**src/rtl/sram_pkg.sv**
```systemverilog
// Shared types for the external SRAM write path: bus widths and the
// writer state encoding.
package sram_pkg;

  localparam int unsigned SRAM_ADDR_W = 20;
  localparam int unsigned SRAM_DATA_W = 16;

  typedef logic [SRAM_ADDR_W-1:0] sram_addr_t;
  typedef logic [SRAM_DATA_W-1:0] sram_data_t;

  typedef enum logic [2:0] {
    IDLE,
    ARMED,
    SETUP,
    STROBE,
    DONE
  } wr_state_t;

endpackage

```
**src/rtl/sync_fifo.sv**
```systemverilog
// Small synchronous FIFO with show-ahead read: rd_data always presents the
// head entry while not empty. Pointers carry one extra wrap bit so full and
// empty come straight from registered state.
module sync_fifo #(
  parameter int unsigned WIDTH = 16,
  parameter int unsigned DEPTH = 4
) (
  input  logic             clk,
  input  logic             rst,
  input  logic             flush,
  input  logic             push,
  input  logic [WIDTH-1:0] wr_data,
  input  logic             pop,
  output logic             full,
  output logic             empty,
  output logic [WIDTH-1:0] rd_data
);

  localparam int unsigned AW = $clog2(DEPTH);

  logic [WIDTH-1:0] mem [DEPTH];
  logic [AW:0]      wr_ptr;
  logic [AW:0]      rd_ptr;
  logic             do_push;
  logic             do_pop;

  assign empty   = (wr_ptr == rd_ptr);
  assign full    = (wr_ptr[AW] != rd_ptr[AW]) && (wr_ptr[AW-1:0] == rd_ptr[AW-1:0]);
  assign do_push = push && !full;
  assign do_pop  = pop && !empty;
  assign rd_data = mem[rd_ptr[AW-1:0]];

  // Pointer update; flush discards every stored entry in one cycle.
  always_ff @(posedge clk or posedge rst) begin
    if (rst) begin
      wr_ptr <= '0;
      rd_ptr <= '0;
    end else if (flush) begin
      wr_ptr <= '0;
      rd_ptr <= '0;
    end else begin
      if (do_push) wr_ptr <= wr_ptr + (AW+1)'(1);
      if (do_pop)  rd_ptr <= rd_ptr + (AW+1)'(1);
    end
  end

  // Storage array; contents need no reset since empty gates every read.
  always_ff @(posedge clk) begin
    if (do_push) mem[wr_ptr[AW-1:0]] <= wr_data;
  end

endmodule

```
**src/rtl/sram_frame_writer.sv**
```systemverilog
// Write side of the external SRAM path: buffers a valid/ready pixel stream
// and writes one frame to consecutive addresses from BASE_ADDR using a
// two-cycle (setup, strobe) asynchronous-SRAM write, then pulses done.
module sram_frame_writer
  import sram_pkg::*;
#(
  parameter int unsigned       ADDR_W      = SRAM_ADDR_W,
  parameter int unsigned       DATA_W      = SRAM_DATA_W,
  parameter logic [ADDR_W-1:0] BASE_ADDR   = '0,
  parameter int unsigned       FRAME_WORDS = 1048576,
  parameter int unsigned       FIFO_DEPTH  = 4
) (
  input  logic              clk,
  input  logic              rst,
  input  logic              start,
  input  logic              in_valid,
  input  logic [DATA_W-1:0] in_data,
  output logic              in_ready,
  output logic [ADDR_W-1:0] sram_addr,
  output logic [DATA_W-1:0] sram_dq_o,
  output logic              sram_dq_oe,
  output logic              sram_ce_n,
  output logic              sram_oe_n,
  output logic              sram_we_n,
  output logic              sram_ub_n,
  output logic              sram_lb_n,
  output logic              busy,
  output logic              done,
  output logic              overflow
);

  // One extra counter bit so a frame covering the whole address space is legal.
  localparam int unsigned       CNT_W     = ADDR_W + 1;
  localparam logic [CNT_W-1:0]  LAST_WORD = CNT_W'(FRAME_WORDS - 1);

  wr_state_t         state;
  wr_state_t         state_next;
  logic [CNT_W-1:0]  word_cnt;
  logic              fifo_full;
  logic              fifo_empty;
  logic              fifo_push;
  logic              fifo_pop;
  logic              fifo_flush;
  logic [DATA_W-1:0] fifo_head;

  // Ready comes from the registered full flag only, so a pop on a full FIFO
  // frees the slot for the following cycle rather than the current one.
  assign in_ready  = busy && !fifo_full;
  assign fifo_push = in_valid && in_ready;

  sync_fifo #(
    .WIDTH (DATA_W),
    .DEPTH (FIFO_DEPTH)
  ) u_fifo (
    .clk     (clk),
    .rst     (rst),
    .flush   (fifo_flush),
    .push    (fifo_push),
    .wr_data (in_data),
    .pop     (fifo_pop),
    .full    (fifo_full),
    .empty   (fifo_empty),
    .rd_data (fifo_head)
  );

  // State register.
  always_ff @(posedge clk or posedge rst) begin
    if (rst) state <= IDLE;
    else     state <= state_next;
  end

  // Next-state logic; the FIFO head is popped on every edge that enters SETUP.
  always_comb begin
    state_next = state;
    fifo_pop   = 1'b0;
    fifo_flush = 1'b0;
    unique case (state)
      IDLE: begin
        if (start) begin
          state_next = ARMED;
          fifo_flush = 1'b1;
        end
      end
      ARMED: begin
        if (!fifo_empty) begin
          state_next = SETUP;
          fifo_pop   = 1'b1;
        end
      end
      SETUP: begin
        state_next = STROBE;
      end
      STROBE: begin
        if (word_cnt == LAST_WORD) begin
          state_next = DONE;
        end else if (!fifo_empty) begin
          state_next = SETUP;
          fifo_pop   = 1'b1;
        end else begin
          state_next = ARMED;
        end
      end
      DONE: begin
        state_next = IDLE;
      end
      default: begin
        state_next = IDLE;
      end
    endcase
  end

  // SRAM strobes and status decoded from state alone, so rst releases the
  // bus asynchronously together with the state register.
  always_comb begin
    sram_ce_n  = 1'b1;
    sram_oe_n  = 1'b1;
    sram_we_n  = 1'b1;
    sram_ub_n  = 1'b1;
    sram_lb_n  = 1'b1;
    sram_dq_oe = 1'b0;
    busy       = 1'b0;
    done       = 1'b0;
    unique case (state)
      ARMED: begin
        busy = 1'b1;
      end
      SETUP: begin
        busy       = 1'b1;
        sram_ce_n  = 1'b0;
        sram_ub_n  = 1'b0;
        sram_lb_n  = 1'b0;
        sram_dq_oe = 1'b1;
      end
      STROBE: begin
        busy       = 1'b1;
        sram_ce_n  = 1'b0;
        sram_ub_n  = 1'b0;
        sram_lb_n  = 1'b0;
        sram_dq_oe = 1'b1;
        sram_we_n  = 1'b0;
      end
      DONE: begin
        done = 1'b1;
      end
      default: begin
      end
    endcase
  end

  // Word counter, address, write data and the sticky overflow flag.
  always_ff @(posedge clk or posedge rst) begin
    if (rst) begin
      word_cnt  <= '0;
      sram_addr <= BASE_ADDR;
      sram_dq_o <= '0;
      overflow  <= 1'b0;
    end else if (state == IDLE && start) begin
      word_cnt  <= '0;
      sram_addr <= BASE_ADDR;
      overflow  <= 1'b0;
    end else begin
      if (state == STROBE) begin
        word_cnt  <= word_cnt + CNT_W'(1);
        sram_addr <= sram_addr + ADDR_W'(1);
      end
      if (fifo_pop) sram_dq_o <= fifo_head;
      if (busy && in_valid && !in_ready) overflow <= 1'b1;
    end
  end

endmodule
```
**config.mk**
```make
export PLATFORM = sky130hd
export DESIGN_NAME = sram_frame_writer
export DESIGN_NICKNAME = d
export VERILOG_FILES = /design/src/rtl/sram_pkg.sv /design/src/rtl/sync_fifo.sv /design/src/rtl/sram_frame_writer.sv
export SDC_FILE = /design/constraint.sdc
export NUM_CORES = 1
export LEC_CHECK = 0
export CAP_MARGIN = 20
export CORE_MARGIN = 1
export CORE_UTILIZATION = 35
export DETAILED_ROUTE_END_ITERATION = 10
export GPL_TIMING_DRIVEN = 1
export PLACE_DENSITY = 0.61
export SETUP_SLACK_MARGIN = 0.4
export SLEW_MARGIN = 5
export SYNTH_ARGS = -nofsm -noshare
export SYNTH_HDL_FRONTEND = slang
export SYNTH_SLANG_ARGS = --single-unit
```
**constraint.sdc**
```tcl
create_clock -name clk -period 3.4 [get_ports clk]
set_clock_uncertainty 0.2 [all_clocks]
set_input_delay 1.02 -clock clk [delete_from_list [all_inputs] [get_ports clk]]
set_output_delay 1.02 -clock clk [all_outputs]
set_load 0.02 [all_outputs]
```
# After elaboration in Yosys (flattened, before gate mapping)

Memories as Yosys holds them, arrays and structs flattened. A register that Yosys moved wholly into a read port is not among the register bits.
Index checks and enable logic that the tools add are counted.

Register bits: 51
Latch bits: 0
Bits in writable memories: 64
Memory bits (read-only): 0
Input port bits: 20
Word-level logic and storage cells: 69
Memories: 1

Add/subtract/negate cells: 4
$mul: 0
Divide/modulo/power cells: 0
Magnitude comparators: 0
Eq/ne operators: 10
Shift operators: 0
Muxes and demuxes: 27
Bitwise gates (word level): 1
Reductions and logical operators: 20

Memories:

| name       | words | width | read ports | clocked after memory_dff | write ports | RTL line        | source |
|---|---|---|---|---|---|---|---|
| u_fifo.mem | 4     | 16    | 1          | 1                        | 1           | sync_fifo.sv:21 | `logic [WIDTH-1:0] mem [DEPTH];` |

Operators with widths:

| operator                | number |
|---|---|
| $mux W21                | 2 |
| $mux W20                | 2 |
| $add A21 B1 Y21 const B | 1 |
| $eq A21 B20 Y1 const B  | 1 |
| $mux W3                 | 7 |
| $add A20 B1 Y20 const B | 1 |
| $mux W1                 | 13 |
| $pmux W3 S4             | 1 |
| $logic_and A1 B1 Y1     | 8 |
| $reduce_bool A2 Y1      | 4 |
| $add A3 B1 Y3 const B   | 2 |
| $eq A3 B2 Y1 const B    | 2 |
| $ne A2 B2 Y1 const B    | 2 |
| $reduce_and A2 Y1       | 2 |
| $eq A3 B1 Y1 const B    | 1 |
| $eq A3 B3 Y1            | 1 |
| $eq A3 B3 Y1 const B    | 1 |
| $logic_not A1 Y1        | 3 |
| $logic_not A3 Y1        | 1 |
| $reduce_or A3 Y1        | 1 |
| $eq A2 B2 Y1            | 1 |
| $mux W2                 | 1 |
| $pmux W1 S2             | 1 |
| $reduce_or A2 Y1        | 1 |
| other kinds (2)         | 2 |

# Logic depth before layout (Yosys ltp)

Gate-level depths: netlist of run 1.

Word-level depth: 8
Mapped depth: 7
Depth with buffers taken out: 5

# Cells and area by module

Synthesis of run 1 repeated with hierarchy kept, for this count alone.

Cells, all modules: 432
Area, all modules: 5,835.6 µm²

Modules (own cells, without submodules):

| module            | instances | cells each | area an instance (µm²) |
|---|---|---|---|
| sram_frame_writer | 1         | 286        | 2,971.6 |
| sync_fifo         | 1         | 146        | 2,864.0 |

# Least setup slack after synthesis of run 1

OpenSTA, ideal clock, no wires.

Path kind: register to output
From: register u_fifo.rd_ptr[0]
To: output in_ready
Arrival time: 1.528 ns
Data required time: 2.180 ns
Path slack: 0.652 ns
Cell stages (with the launch flop): 6
Cell sequence: dfrtp_1 -> buf_2 -> buf_2 -> xor2_1 -> nor3_1 -> nor2_1

Word-level cells in the longest chain between the ends: 4

RTL lines:

| element                | RTL line                | source |
|---|---|---|
| from (decl)            | sync_fifo.sv:23         | `logic [AW:0] rd_ptr;` |
| from (signal assigned) | sync_fifo.sv:43         | `if (do_pop) rd_ptr <= rd_ptr + (AW+1)'(1);` |
| $eq A2 B2 Y1           | sync_fifo.sv:28         | `assign full = (wr_ptr[AW] != rd_ptr[AW]) && (wr_ptr[AW-1:0] == rd_ptr[AW-1:0]);` |
| $logic_and A1 B1 Y1    | sync_fifo.sv:28         |  |
| $logic_not A1 Y1       | sram_frame_writer.sv:48 | `assign in_ready = busy && !fifo_full;` |
| $logic_and A1 B1 Y1    | sram_frame_writer.sv:48 |  |
| to (decl)              | sram_frame_writer.sv:18 | `output logic in_ready,` |

Every way passes these cells.

# Worst setup path in the final report of run 1

From: register state[0]
To: output sram_we_n

Word-level cells in the longest chain between the ends: 2

RTL lines:

| element                | RTL line                 | source |
|---|---|---|
| from (decl)            | sram_frame_writer.sv:36  | `wr_state_t state;` |
| from (signal assigned) | sram_frame_writer.sv:69  | `else state <= state_next;` |
| $eq A3 B2 Y1           | sram_frame_writer.sv:123 | `unique case (state)` |
| $mux W1                | sram_frame_writer.sv:123 |  |
| to (decl)              | sram_frame_writer.sv:24  | `output logic sram_we_n,` |

Every way passes these cells.

==> impl_metrics.env, run 1 <==
export IMPL_outcome="finished clean"
export IMPL_vias=3554
export IMPL_track_usage_pct=14.5
export IMPL_drtIter0Drc=219
export IMPL_grt_first_pass_wirelength_mm=18.1
export IMPL_synthTopCellsByCount="67 x dfrtp_1, 64 x edfxtp_1, 27 x nor2_1"
export IMPL_post_drt_wl_per_cell_um=15.4
export IMPL_drc_errors=0
export IMPL_rows=45
export IMPL_ys_seq_area_share_pct=64.0
export IMPL_dieHeight_um=129
export IMPL_worstReg2RegStart="state[2]"
export IMPL_crit_path_start_kind="flop"
export IMPL_grt_pass1_vias=3606
export IMPL_antenna_found_initial=0
export IMPL_cts_sinks=131
export IMPL_clock_root_buffer="clkbuf_16"
export IMPL_ys_seq_elements=131
export IMPL_setup_viol=0
export IMPL_ir_drop_mv=0.845
export IMPL_slew_headroom_pct=48.2
export IMPL_syn_nets=435
export IMPL_end_kind="output pin"
export IMPL_io_pins=66
export IMPL_synth_ff_type="dfrtp_1"
export IMPL_cp_arrival_ns=1.66
export IMPL_drv_slew=0
export IMPL_p_leak_nw=2.68
export IMPL_cp_max_fo=11
export IMPL_holdWs_ns=0.282
export IMPL_total_power_mw=6.61
export IMPL_utilization_pct=46.2
export IMPL_hold_path_class="reg2reg"
export IMPL_port_buffers=64
export IMPL_clk_pin_slew_ns=0.05
export IMPL_cp_required_ns=2.18
export IMPL_core_area_sq_um=15400
export IMPL_overflow=0
export IMPL_fmax_mhz=347
export IMPL_finalNetCount=510
export IMPL_synth_edff_count=64
export IMPL_wl_mm=10.9
export IMPL_clock_latency_ns=0.42
export IMPL_cts_tree="yes"
export IMPL_holdPathStages=1
export IMPL_cap_violations=0
export IMPL_die_width_um=129
export IMPL_period_share_pct=84.6
export IMPL_diodes=0
export IMPL_powerDensity_nw_per_um2=928
export IMPL_tightest_slew_ns=0.771
export IMPL_via_per_inst=5.03
export IMPL_start_util_pct=36.4
export IMPL_cts_buffers=17
export IMPL_crit_family="flip-flops"
export IMPL_cp_cell_sequence="and3b_2 > inv_4 > dlygate4sd2_1"
export IMPL_period_needed_ns=2.88
export IMPL_antenna_left=0
export IMPL_min_from="sram_addr[19]"
export IMPL_synthTopCellsByArea="edfxtp_1 34%, dfrtp_1 30%, mux4_2 6.4%"
export IMPL_rsz0062_at_grt="no"
export IMPL_drive_above_1_share_pct=17.9
export IMPL_yosys_cell_types_count=46
export IMPL_post_dp_hpwl_mm=7.00
export IMPL_syn_avg_cell_area_sq_um=13.8
export IMPL_yosys_warnings=0
export IMPL_gp_congestion=0.754
export IMPL_yosysMostFrequentCell="dfrtp_1"
export IMPL_crit_cells=3
export IMPL_r2r_slack_ns=0.81
export IMPL_yosysTopAreaCell="edfxtp_1"
export IMPL_synthToLayoutAreaGrowth_pct=26.8
export IMPL_hold_viol_final=0
export IMPL_cpMaxStageDelayCell="dfrtp_2"
export IMPL_grt_max_degree=51
export IMPL_reg2reg_depth=5
export IMPL_die_area_sq_um=16600
export IMPL_path_buf_inv=2
export IMPL_async_reset_ff_share_pct=51.1
export IMPL_max_stage_delay_ns=0.47
export IMPL_synth_top_area_share_pct=34.2
export IMPL_drt_pass1_iterations=4
export IMPL_clk_path_buf_depth=2
export IMPL_synthCells=408
export IMPL_synth_area_sq_um=5620
export IMPL_htreeDepth=4
export IMPL_final_setup_tns_ns=0
export IMPL_cp_startpoint="state[0]"
export IMPL_crit_type="reg2out"
path summary, 6_finish.rpt:
| kind | to |
|---|---|
| worst max-delay path | sram_we_n |
| worst min-delay path | sram_addr[19] |
| worst min register to register | sram_addr[19] |
| worst max register to register | word_cnt[19] |
| max in group asynchronous | state[1] |
| min in group asynchronous | sram_dq_o[9] |
cells by family after synthesis:
| logic type | share of synthesized area [%] |
|---|---|
| flip-flops | 64.0 |
| AND/OR/NAND/NOR | 11.6 |
| AO/OA/AOI/OAI | 5.01 |
| multiplexers | 11.0 |
| buffers and inverters | 2.80 |
| XOR/XNOR | 3.89 |
| adder cells (fa/ha/maj) | 1.56 |
| other | 0.0667 |
routing by layer:
metal	wire length [um]	share of wire, %	vias up	track usage (%)
met4	144	1.3	0	6.44
met1	5120	47	1786	19.1
met3	561	5.2	16	4.12
li1	-	-	1658	-
met5	0	0	-	0
met2	5050	46	94	22.5
registers in the layout, indices dropped and copies added (netlist names):
name,count
state,3
overflow,1
sram_addr,20
u_fifo.wr_ptr,3
word_cnt,21
sram_dq_o,16
u_fifo.mem,64
u_fifo.rd_ptr,3
power breakdown:
part           leakage, nW  total [mW]  internal [mW]  switching (mW)
combinational        0.993        2.32           1.14            1.18
sequential            1.43        2.57           2.21           0.368
clock                0.266        1.72           1.04           0.673
total                 2.68        6.61           4.39            2.22
layout by cell type, fill, tap and decap left out, types with 3 or more instances in the layout:
| master | instances |
|---|---|
| nor2_1 | 27 |
| or3_1 | 12 |
| dlygate4sd2_1 | 6 |
| and4_1 | 5 |
| clkinv_4 | 3 |
| mux2i_1 | 8 |
| edfxtp_1 | 64 |
| mux4_2 | 16 |
| buf_4 | 8 |
| ha_1 | 7 |
| nand4_1 | 10 |
| nor4_1 | 3 |
| dfrtp_1 | 62 |
| clkbuf_16 | 17 |
| mux2_2 | 16 |
| xnor2_1 | 17 |
| a21oi_1 | 18 |
| o211ai_1 | 3 |
| clkdlybuf4s50_1 | 56 |
| nor3_1 | 8 |
| nand3_1 | 12 |
| inv_1 | 14 |
| o31ai_1 | 4 |
| and2_1 | 5 |
| nand2_1 | 23 |
| dfrtp_2 | 5 |
| xor2_1 | 7 |
| clkinvlp_4 | 4 |
| o21ai_0 | 13 |
| a31oi_1 | 3 |
| or4_1 | 3 |
what timing repair did:
item / in CTS / in global routing
setup endpoints to repair: 8 / 3
setup buffers: 0 / 0
hold buffers: 0 / 0
resized for setup: 11 / 6
metrics by stage:
stage / cells / area (sq um) / setup WS [ns]
6_report: 707 / 7130 / 0.522
5_1_grt: 707 / 7130 / 0.422
4_1_cts: 707 / 7110 / 0.191
3_5_place_dp: 675 / 6540 / 0.352
3_3_place_gp: 675 / 6540 / 0.339
2_1_floorplan: 408 / 5620 / 0.497
layout make-up:
class	count	area (sq um)
Sequential cell	131	3600
Fill cell	1412	8300
Tap cell	211	264
Multi-Input combinational cell	243	1890
Timing Repair Buffer	74	738
Clock inverter	11	105
Inverter	16	62.6
Clock buffer	21	460
Note: power is estimated with default switching activity, not from simulation.
==> run 2, diff against run 1 <==
--- a/config.mk
+++ b/config.mk
@@ -10,7 +10,7 @@
 export CORE_UTILIZATION = 35
 export DETAILED_ROUTE_END_ITERATION = 10
 export GPL_TIMING_DRIVEN = 1
-export PLACE_DENSITY = 0.61
+export PLACE_DENSITY = 0.63
 export SETUP_SLACK_MARGIN = 0.4
 export SLEW_MARGIN = 5
 export SYNTH_ARGS = -nofsm -noshare
==> constraint.sdc (replaced) <==
create_clock -name clk -period 2.3 [get_ports clk]
set_clock_uncertainty 0.2 [all_clocks]
set_input_delay 0.69 -clock clk [delete_from_list [all_inputs] [get_ports clk]]
set_output_delay 0.69 -clock clk [all_outputs]
set_load 0.02 [all_outputs]
==> impl_metrics.env, run 2 (same netlist as run 1, synthesis figures left out) <==
export IMPL_gp_congestion=0.722
export IMPL_dieHeight_um=129
export IMPL_met1_usage_pct=21.5
export IMPL_n_fill_cell=1232
export IMPL_drt_pass1_iterations=5
export IMPL_cts_buffers=17
export IMPL_clk_pin_slew_ns=0.06
export IMPL_grt_busiest_layer="met2"
export IMPL_antenna_found_initial=0
export IMPL_cp_max_fo=4
export IMPL_setup_viol=1
export IMPL_r2r_end="sram_addr[12]"
export IMPL_period_share_pct=104
export IMPL_die_width_um=129
export IMPL_cap_violations=0
export IMPL_antenna_left=0
export IMPL_clock_root_buffer="clkbuf_16"
export IMPL_vias=4069
export IMPL_powerDensity_nw_per_um2=1400
export IMPL_cp_cell_sequence="xnor2_4 > nor3_4 > nor2_2 > buf_6"
export IMPL_rsz0062_at_grt="yes"
export IMPL_finalNetCount=604
export IMPL_core_area_sq_um=15400
export IMPL_most_common_layout_cells="64 x edfxtp_1, 54 x buf_4, 53 x dfrtp_1"
export IMPL_io_pins=66
export IMPL_holdPathStages=2
export IMPL_end_kind="output pin"
export IMPL_post_drt_wl_per_cell_um=17.6
export IMPL_max_stage_delay_ns=0.46
export IMPL_cts_sinks=131
export IMPL_via_per_inst=5.08
export IMPL_clk_path_buf_depth=2
export IMPL_utilization_pct=55.5
export IMPL_drive_above_1_share_pct=49.8
export IMPL_hold_viol_final=0
export IMPL_htreeDepth=4
export IMPL_gr_usage_met3_pct=4.66
export IMPL_final_common_cell="edfxtp_1"
export IMPL_hold_end="overflow"
export IMPL_multiInputGateArea_sq_um=2370
export IMPL_clock_latency_ns=0.42
export IMPL_cts_tree="yes"
export IMPL_track_usage_pct=17.4
export IMPL_total_power_mw=12.0
export IMPL_drtIter0Drc=207
export IMPL_reg2reg_depth=6
export IMPL_wl_mm=14.1
export IMPL_drv_slew=0
export IMPL_outcome="finished, violations left"
export IMPL_dp_worst_setup_slack_ns=-0.281
export IMPL_period_needed_ns=2.40
export IMPL_min_from="overflow"
export IMPL_diodes=0
export IMPL_hold_path_class="reg2reg"
export IMPL_cp_arrival_ns=1.51
export IMPL_port_buffers=64
export IMPL_p_leak_nw=3.48
export IMPL_synthToLayoutAreaGrowth_pct=52.2
export IMPL_overflow=0
export IMPL_ir_drop_mv=0.753
export IMPL_die_area_sq_um=16600
export IMPL_post_dp_hpwl_mm=8.17
export IMPL_crit_path_start_kind="flop"
export IMPL_regArea_sq_um=3620
export IMPL_largest_reg_flops=64
export IMPL_r2r_slack_ns=0.02
export IMPL_cpMaxStageDelayCell="dfrtp_2"
export IMPL_rows=45
export IMPL_holdBufCountCts=0
export IMPL_start_util_pct=36.4
export IMPL_holdWs_ns=0.297
export IMPL_grt_first_pass_wirelength_mm=21.6
export IMPL_crit_type="reg2out"
export IMPL_violations="setup timing"
export IMPL_grtUsageMet2_pct=29.8
export IMPL_cp_required_ns=1.41
export IMPL_grt_max_degree=26
export IMPL_worstReg2RegStart="state[2]"
export IMPL_fmax_mhz=418
export IMPL_drc_errors=0
export IMPL_grt_pass1_vias=4104
export IMPL_fin_ws_ns=-0.0951
[run 2: changes by cell type in the layout (fill, tap and decap cells not counted), moves of 9 or more]
cell	previous run	this run
buf_6	0	52
buf_4	8	54
clkdlybuf4s50_1	56	18
buf_2	0	24
mux2_2	16	0
mux2_4	0	16
buf_12	2	13
dfrtp_1	62	53
dfrtp_2	5	14
[run 2: stage by stage]
stage | instance area [sq um] | TNS (ns) | std cells
detailed placement | 6980 | -17.49 | 707
global route | 8560 | -0.243 | 801
CTS | 8120 | -0.0990 | 778
finish | 8560 | -0.0951 | 801
global placement | 6980 | -16.28 | 707
floorplan | 5830 | 0 | 408
[run 2: routing by layer]
layer  vias up  wire length, um  share of wire, %
li1       1852                -                 -
met1      2087             6000                42
met2       116             7340                52
met3        14              514               3.6
met4         0              267               1.9
met5         -                0                 0
[run 2: how the worst max path moves through the flow]
| stage | startpoint | end | slack [ns] | cells after the start |
|---|---|---|---|---|
| after floorplan | state[2] | word_cnt[19] | 0.07 | 7 |
| after global placement | in_valid | u_fifo.mem[3][0] | -0.26 | 5 |
| after detailed placement | in_valid | u_fifo.mem[3][12] | -0.28 | 5 |
| after CTS | u_fifo.wr_ptr[0] | in_ready | -0.1 | 4 |
| after global routing | u_fifo.rd_ptr[2] | in_ready | -0.14 | 4 |
| final | u_fifo.rd_ptr[2] | in_ready | -0.1 | 4 |
[run 2: final cells by class]
cell class,instances,area share (%)
tap,211,3.08
multi-input combinational,247,27.6
sequential,131,42.3
timing repair buffer,164,18.7
clock buffer,21,5.38
inverter,16,0.863
clock inverter,11,2.05
[run 2: power by group]
part	internal [mW]	switching, mW
Sequential	3.27	0.509
Combinational	2.76	2.53
Clock	1.88	1.00
Total	7.92	4.04
[run 2: what timing repair did]
action                                  4_1_cts  5_1_grt
pin swaps                                    22       26
endpoints found under the setup margin      149      146
gates resized for setup                     289       61
setup buffers                                34       22
gates cloned                                  5        1
[run 2: worst max-delay path, delay by kind of cell (launching register included)]
kind | cells | cell delay, ns
DFF | 1 | 0.46
and+or+nand+nor | 2 | 0.31
xor gates and xnor gates | 1 | 0.17
buffers and inverters | 1 | 0.13
==> run 3, diff against run 2 <==
--- a/config.mk
+++ b/config.mk
@@ -5,7 +5,8 @@
 export SDC_FILE = /design/constraint.sdc
 export NUM_CORES = 1
 export LEC_CHECK = 0
-export CAP_MARGIN = 20
+export CAP_MARGIN = 30
+export CORE_ASPECT_RATIO = 0.5
 export CORE_MARGIN = 1
 export CORE_UTILIZATION = 35
 export DETAILED_ROUTE_END_ITERATION = 10
==> impl_metrics.env, run 3 (same netlist as run 1, synthesis figures left out) <==
export IMPL_min_from="sram_addr[19]"
export IMPL_holdPathStages=1
export IMPL_die_area_sq_um=16600
export IMPL_r2r_slack_ns=-0.08
export IMPL_drt_pass1_iterations=4
export IMPL_multiInputGateArea_sq_um=2300
export IMPL_hold_viol_final=0
export IMPL_outcome="finished, violations left"
export IMPL_drtIter0Drc=208
export IMPL_path_buf_inv=4
export IMPL_cts_buffers=17
export IMPL_crit_type="reg2reg"
export IMPL_cpMaxStageDelayCell="or4_4"
export IMPL_antenna_found_initial=0
export IMPL_wl_mm=13.4
export IMPL_port_buffers=64
export IMPL_worstReg2RegStart="state[2]"
export IMPL_stdcell_area_sq_um=8350
export IMPL_grt_busiest_layer="met2"
export IMPL_largest_reg_flops=64
export IMPL_clk_pin_slew_ns=0.06
export IMPL_cp_required_ns=2.38
export IMPL_most_common_layout_cells="64 x edfxtp_1, 61 x buf_4, 57 x dfrtp_1"
export IMPL_rows=32
export IMPL_n_fill_cell=1223
export IMPL_cap_violations=0
export IMPL_ir_drop_mv=0.687
export IMPL_fmax_mhz=421
export IMPL_htreeDepth=4
export IMPL_drv_slew=0
export IMPL_max_stage_delay_ns=0.58
export IMPL_drive_above_1_share_pct=47.8
export IMPL_vias=3949
export IMPL_hold_path_class="reg2reg"
export IMPL_violations="setup timing"
export IMPL_cp_common_cell="buf_6"
export IMPL_seq_power_share_pct=31.6
export IMPL_track_usage_pct=16.7
export IMPL_clk_path_buf_depth=2
export IMPL_dp_cells=708
export IMPL_finalNetCount=600
export IMPL_cts_tree="yes"
export IMPL_cp_arrival_ns=2.46
export IMPL_start_util_pct=36.2
export IMPL_r2r_end="sram_addr[18]"
export IMPL_setup_viol=4
export IMPL_met1_usage_pct=21.9
export IMPL_gp_congestion=0.755
export IMPL_p_clk_share_pct=22.3
export IMPL_p_sw_share_pct=34.8
export IMPL_grt_first_pass_wirelength_mm=20.9
export IMPL_final_common_cell="edfxtp_1"
export IMPL_die_width_um=181
export IMPL_total_switching_power_mw=4.09
export IMPL_synthToLayoutAreaGrowth_pct=48.6
export IMPL_p_leak_nw=3.44
export IMPL_clock_latency_ns=0.41
export IMPL_gr_usage_met3_pct=3.26
export IMPL_grtUsageMet2_pct=27.1
export IMPL_clock_root_buffer="clkbuf_16"
export IMPL_fin_ws_ns=-0.0780
export IMPL_cts_sinks=131
export IMPL_end_kind="flop"
export IMPL_p_comb_share_pct=46.1
export IMPL_fin_cells=790
export IMPL_period_needed_ns=2.38
export IMPL_reg2reg_depth=8
export IMPL_io_pins=66
export IMPL_grt_max_degree=32
export IMPL_powerDensity_nw_per_um2=1410
export IMPL_rsz0062_at_grt="yes"
export IMPL_p_int_mw=7.67
export IMPL_crit_path_start_kind="flop"
export IMPL_placed_area_sq_um=7020
export IMPL_post_drt_wl_per_cell_um=17.0
export IMPL_diodes=0
export IMPL_cp_max_fo=7
export IMPL_regArea_sq_um=3610
export IMPL_hold_end="sram_addr[19]"
export IMPL_drc_errors=0
export IMPL_overflow=0
export IMPL_holdBufCountCts=0
export IMPL_grt_pass1_vias=3926
export IMPL_antenna_left=0
export IMPL_crit_family="simple AND/OR/NAND/NOR gates"
export IMPL_period_share_pct=103
export IMPL_dieHeight_um=91.6
export IMPL_core_area_sq_um=15500
export IMPL_via_per_inst=5.00
export IMPL_post_dp_hpwl_mm=7.64
export IMPL_cp_cell_sequence="buf_6 > buf_6 > buf_6 > nand4b_1 > or4_4 > buf_12 > o211ai_1 > o31ai_1"
[run 3: cell count changes in the layout (fill, tap and decap cells not counted), sizes merged]
| cell | delta |
|---|---|
| buf | -4 |
| bufinv | -3 |
| clkbuf | -3 |
| clkinv | +2 |
| inv | +5 |
| or4 | -1 |
[run 3: power groups by stage]
stage | combinational, mW | sequential, mW | clock, mW
global route | 5.78 | 3.80 | 2.78
global placement | 4.06 | 3.73 | 0
detailed placement | 4.13 | 3.75 | 0
floorplan | 2.32 | 4.05 | 0
finish | 5.42 | 3.72 | 2.63
CTS | 5.03 | 3.71 | 2.67
[run 3: final cells by class]
class                      instances  area share, %
multi-input combinational        246           27.6
tap                              204           3.06
inverter                          16          0.884
clock buffer                      17           5.09
sequential                       131           43.2
clock inverter                    15           1.78
timing repair buffer             161           18.4
[run 3: routing by layer]
layer  vias to the layer above  part of all wire (%)
li1                       1860                     -
met1                      2007                    45
met2                        67                    51
met3                        15                   2.4
met4                         0                   1.5
met5                         -                     0
[run 3: stage by stage]
| stage | setup WS (ns) | util, % | TNS (ns) | total power [mW] | hold WS (ns) |
|---|---|---|---|---|---|
| floorplan | 0.0708 | - | 0 | 6.37 | 0.303 |
| global placement | -0.198 | 45.2 | -12.50 | 7.80 | 0.265 |
| detailed placement | -0.211 | 45.2 | -12.94 | 7.88 | 0.281 |
| CTS | -0.0927 | 51.7 | -0.0927 | 11.4 | 0.286 |
| global route | -0.119 | 53.8 | -0.516 | 12.3 | 0.320 |
| finish | -0.0780 | 53.8 | -0.153 | 11.8 | 0.281 |
[run 3: timing repair]
action / 4_1_cts / 5_1_grt
setup buffers: 29 / 15
gates cloned: 5 / 1
resized for setup: 276 / 41
hold endpoints to repair: 0 / 0
pin swaps: 21 / 29
setup endpoints to repair: 149 / 133
[run 3: how the worst max path moves through the flow]
stage                     depth (start not counted)               end              from  slack (ns)
final                                             8     sram_addr[18]          state[2]       -0.08
after global routing                              4          in_ready  u_fifo.rd_ptr[2]       -0.12
after CTS                                         4          in_ready  u_fifo.wr_ptr[0]       -0.09
after detailed placement                          4  u_fifo.mem[1][1]          in_valid       -0.21
after global placement                            4  u_fifo.mem[1][1]          in_valid       -0.20
after floorplan                                   7      word_cnt[19]          state[2]        0.07
